**src/rtl/packer_param.sv**
```systemverilog
// packer_param: gathers IN_W-bit input lanes into RATIO-lane output words.
// A word is emitted when its last slot fills or when a flush arrives with
// lanes pending; one output register sits between the packer and downstream.
module packer_param #(
    parameter int IN_W      = 8,
    parameter int RATIO     = 4,
    parameter int MSB_FIRST = 1,
    localparam int OUT_W    = IN_W * RATIO,
    localparam int LANE_W   = $clog2(RATIO + 1)
) (
    input  logic              clk,
    input  logic              reset,
    input  logic              valid_in,
    input  logic [IN_W-1:0]   data_in,
    input  logic              flush,
    output logic              ready_in,
    output logic              valid_out,
    output logic [OUT_W-1:0]  data_out,
    output logic [LANE_W-1:0] lanes_out,
    input  logic              ready_out
);

    localparam int CNT_W = $clog2(RATIO);

    logic [OUT_W-1:0]  acc;
    logic [OUT_W-1:0]  merged;
    logic [CNT_W-1:0]  cnt;
    logic              last_slot;
    logic              lane_acc;
    logic              flush_acc;
    logic              emit;
    logic [LANE_W-1:0] lanes_held;

    // The input only stalls when a word would need the output register while
    // it is still occupied and not draining this cycle. This deliberately does
    // not look at valid_in so ready_in never depends combinationally on it.
    assign last_slot  = (cnt == CNT_W'(RATIO - 1));
    assign ready_in   = !(valid_out && !ready_out && (last_slot || flush));
    assign lane_acc   = valid_in && ready_in;
    assign flush_acc  = flush && ready_in;
    assign emit       = (lane_acc && last_slot) ||
                        (flush_acc && (valid_in || (cnt != '0)));
    assign lanes_held = LANE_W'(cnt) + LANE_W'(lane_acc);

    // Accumulator contents with this cycle's lane dropped into slot cnt.
    always_comb begin
        merged = acc;
        for (int k = 0; k < RATIO; k++) begin
            if (lane_acc && (cnt == CNT_W'(k))) begin
                if (MSB_FIRST != 0) begin
                    merged[OUT_W-1-k*IN_W -: IN_W] = data_in;
                end else begin
                    merged[k*IN_W +: IN_W] = data_in;
                end
            end
        end
    end

    // Accumulator and lane counter; both restart empty whenever a word leaves
    // so flushed words naturally carry zeros in their unused slots.
    always_ff @(posedge clk or posedge reset) begin
        if (reset) begin
            acc <= '0;
            cnt <= '0;
        end else if (emit) begin
            acc <= '0;
            cnt <= '0;
        end else if (lane_acc) begin
            acc <= merged;
            cnt <= cnt + CNT_W'(1);
        end
    end

    // Output register: loading takes priority over draining so a drain and a
    // load on the same edge keep valid_out high with the new word.
    always_ff @(posedge clk or posedge reset) begin
        if (reset) begin
            valid_out <= 1'b0;
            data_out  <= '0;
            lanes_out <= '0;
        end else if (emit) begin
            valid_out <= 1'b1;
            data_out  <= merged;
            lanes_out <= lanes_held;
        end else if (ready_out) begin
            valid_out <= 1'b0;
        end
    end

endmodule

```
**config.mk**
```make
export PLATFORM = sky130hd
export DESIGN_NAME = packer_param
export DESIGN_NICKNAME = d
export VERILOG_FILES = /design/src/rtl/packer_param.sv
export SDC_FILE = /design/constraint.sdc
export NUM_CORES = 1
export LEC_CHECK = 0
export BUFFER_PORTS_ARGS = -buffer_cell sky130_fd_sc_hd__buf_2
export CAP_MARGIN = 20
export CORE_MARGIN = 2
export CORE_UTILIZATION = 48
export CTS_CLUSTER_DIAMETER = 60
export CTS_CLUSTER_SIZE = 24
export DETAILED_ROUTE_END_ITERATION = 6
export GPL_TIMING_DRIVEN = 0
export PLACE_DENSITY_LB_ADDON = 0.1
export SLEW_MARGIN = 5
export SYNTH_ARGS = -nofsm -noshare
export SYNTH_HDL_FRONTEND = slang
export SYNTH_SLANG_ARGS = --single-unit
```
**constraint.sdc**
```tcl
create_clock -name clk -period 2.86 [get_ports clk]
set_input_delay 0.572 -clock clk [delete_from_list [all_inputs] [get_ports clk]]
set_output_delay 0.572 -clock clk [all_outputs]
set_load 0.05 [all_outputs]
```
==> run metrics <==
Max VDD drop 457 uV; drt first-iter violations approximately 130; Initial Util approximately half; Post-Synthesis Cells 285; internal cell power ~2.0 mW; share of cells above drive strength 1 between 30% and 40%; post-route cell area approximately 3800 um^2; family with the most delay on the worst path flip-flops; hold_buf cts 0; met3 Use GR under 10%; Placed Cells approximately 400; synthesis warning total 0; Avg Inst Size Synth about 11 um^2; Final nets about 370; Post-DP Area about 3600 um^2; utilization after layout 58.5%; dominant cells by area after synthesis dfrtp_1, mux2i_1, a21oi_2, nor2_1, o21ai_1; Final Wtd Congestion between 0.7 and 0.8; Post-synth EDFFs 0; part of the power in combinational logic between 40% and 50%; main flop type after synthesis dfrtp_1; Die X roughly 86 um; final hold vios 0; Relative slew margins between 60% and 70%; crit-path max cell delay around 440 ps; Final ANT Viol Nets 0; Post-synth ARST share 100%; Power, Total between 3 and 4 mW; fmax roughly 0.44 GHz; grt met2 use between 20% and 30%; Tot GR Track Use 18.9%; vias per std cell between 5 and 6; GRT Max-Usage Layer met2; Sequential Area about 1800 um^2; status finished, final reports clean; multi-input logic area 1310 um^2; vias in the first global route about 2,000; H-tree levels 3; CP Class flop to output port; crit path cell chain ha_1 -> or2_4 -> nand2_1 -> buf_2; GRT overflow 0; CTS Buf Count 9; Worst Hold Class input pin to async pin; Slew @ Worst Pin 518 ps; Area Overhead vs Synth 16.8%; cell taking the most area after synthesis dfrtp_1; critical path startpoint category flop; first-pass detailed-route iteration total 6; Die Footprint about 7400 um^2; register bit total from synthesis 70; Core Area 6420 um^2; Clk pin slew, worst setup/hold paths roughly 70 ps; Post-CTS Resized 0; CTS tree yes; Synth cell types 30; CTS Root Cell clkbuf_8; FP Rows 29; Flop pwr share a little under two fifths; Slowest cell on crit path dfrtp_1; fill count a little under 600; clock sink count 70; setup bufs post-CTS 0; Net Switching between 1.5 and 2 mW; ANT cells 0; max_cap viols 0; worst skew pair latency 340 ps; fin. max-slew vios 0; commonest non-fill, non-tap cell in the layout dfrtp_1; crit share post-route between 70% and 80%; Critical Path End Type output port; Final min period roughly 2300 ps; Hold WS slightly above 200 ps; hpwl dp between 4 and 5 mm; commonest non-fill, non-tap cells in the layout dfrtp_1, buf_2, mux2i_1, nor2_1, a21oi_2; Chip Height 85.9 um; routed vias between 2,000 and 2,500; M1 GR Usage between 20 and 30%; initial antenna violation count 0; synthesized area between 3000 and 4000 um^2; sw frac 46.7%; area share of the largest cell type after synthesis 54.4%; CP Max Fanout 6; Syn Nets between 300 and 400; CP bufs+invs 1; routed length per instance 15.4 um; clock network power share 17.8%; clk buf depth 2; Ports 50; Residual DRC 0; pin count of the biggest net entering global routing 47; port bufs about 50; Final Non-Filler Cells approximately 430; clk_skew roughly 14 ps; Seq/Total Area, Yosys about 54%; arrival time at the worst endpoint ~1700 ps; pre-CTS worst setup slack 699 ps; drt total wl 6.58 mm; leakage between 1.5 and 2 nW; Setup TNS Final 0 ps; PwrDens just over 1000 nW/um^2; Worst Path Required approximately 2300 ps; first-pass GRT wire length 10.6 mm; setup ws final between 600 and 700 ps; Final setup viols 0; RSZ-0062 raised after global routing no
==> registers in the layout (all words and copies together) (netlist names) <==
name	flops
acc	32
cnt	2
data_out	32
valid_out	1
lanes_out	3
==> synth_stat cells, types with 3 or more instances <==
library cell / instances
nand3_1: 3
buf_2: 3
inv_1: 20
mux2i_1: 32
a22o_1: 8
dfrtp_1: 70
and3_1: 4
nor2b_1: 9
nor2_1: 32
mux2_1: 3
a21oi_1: 9
buf_4: 4
o21ai_1: 16
a21oi_2: 24
nand2_1: 21
ha_1: 6
==> area by class of cell <==
| type | count | area share [%] |
|---|---|---|
| Buffer | 13 | 2.20 |
| Clock buffer | 11 | 3.50 |
| Clock inverter | 5 | 0.965 |
| Inverter | 20 | 2.06 |
| Multi-Input combinational cell | 182 | 34.9 |
| Sequential cell | 70 | 46.6 |
| Tap cell | 77 | 2.56 |
| Timing Repair Buffer | 50 | 7.26 |
==> cells by family (layout without fill, tap and decap cells) <==
family | after synthesis | in the layout | share of synthesized area (%)
muxes | 35 | 35 | 11.0
DFF | 70 | 70 | 54.4
adders and majority gates | 6 | 6 | 2.33
AOI/OAI and AO/OA | 65 | 65 | 15.8
buffers and inverters | 33 | 99 | 4.90
and+or+nand+nor | 76 | 76 | 11.6
==> layer usage <==
layer  share of wire [%]  wire (um)
met4                 1.2         80
met3                 2.8        185
met5                   0          0
met2                  45       2950
met1                  51       3370
==> worst register-to-register path, stage by stage, from the launching register on <==
cell	delay (ps)
dfrtp_1	440
ha_1	280
nor2_4	100
o21ai_2	280
inv_1	80
ha_1	180
ha_1	270
mux2_1	290
==> power groups by stage <==
stage                     Clock [mW]  Sequential [mW]  Combinational [mW]
final                          0.684             1.41                1.74
after floorplan                    0             2.18               0.611
after CTS                      0.705             1.41                1.77
after global placement             0             1.42                1.74
after global routing           0.746             1.44                1.86
after detailed placement           0             1.43                1.76
==> path summary, 6_finish.rpt <==
kind / startpoint / end / slack [ps] / cells after the start
max in group asynchronous: reset / acc[10] / 2120 / 3
max reg2reg: cnt[0] / lanes_out[1] / 830 / 7
min reg2reg: lanes_out[2] / lanes_out[2] / 480 / 1
min: reset / acc[5] / 200 / 2
min in group clk: lanes_out[2] / lanes_out[2] / 480 / 1
max: cnt[0] / ready_in / 610 / 4
Power figures use the tool's default switching activity.
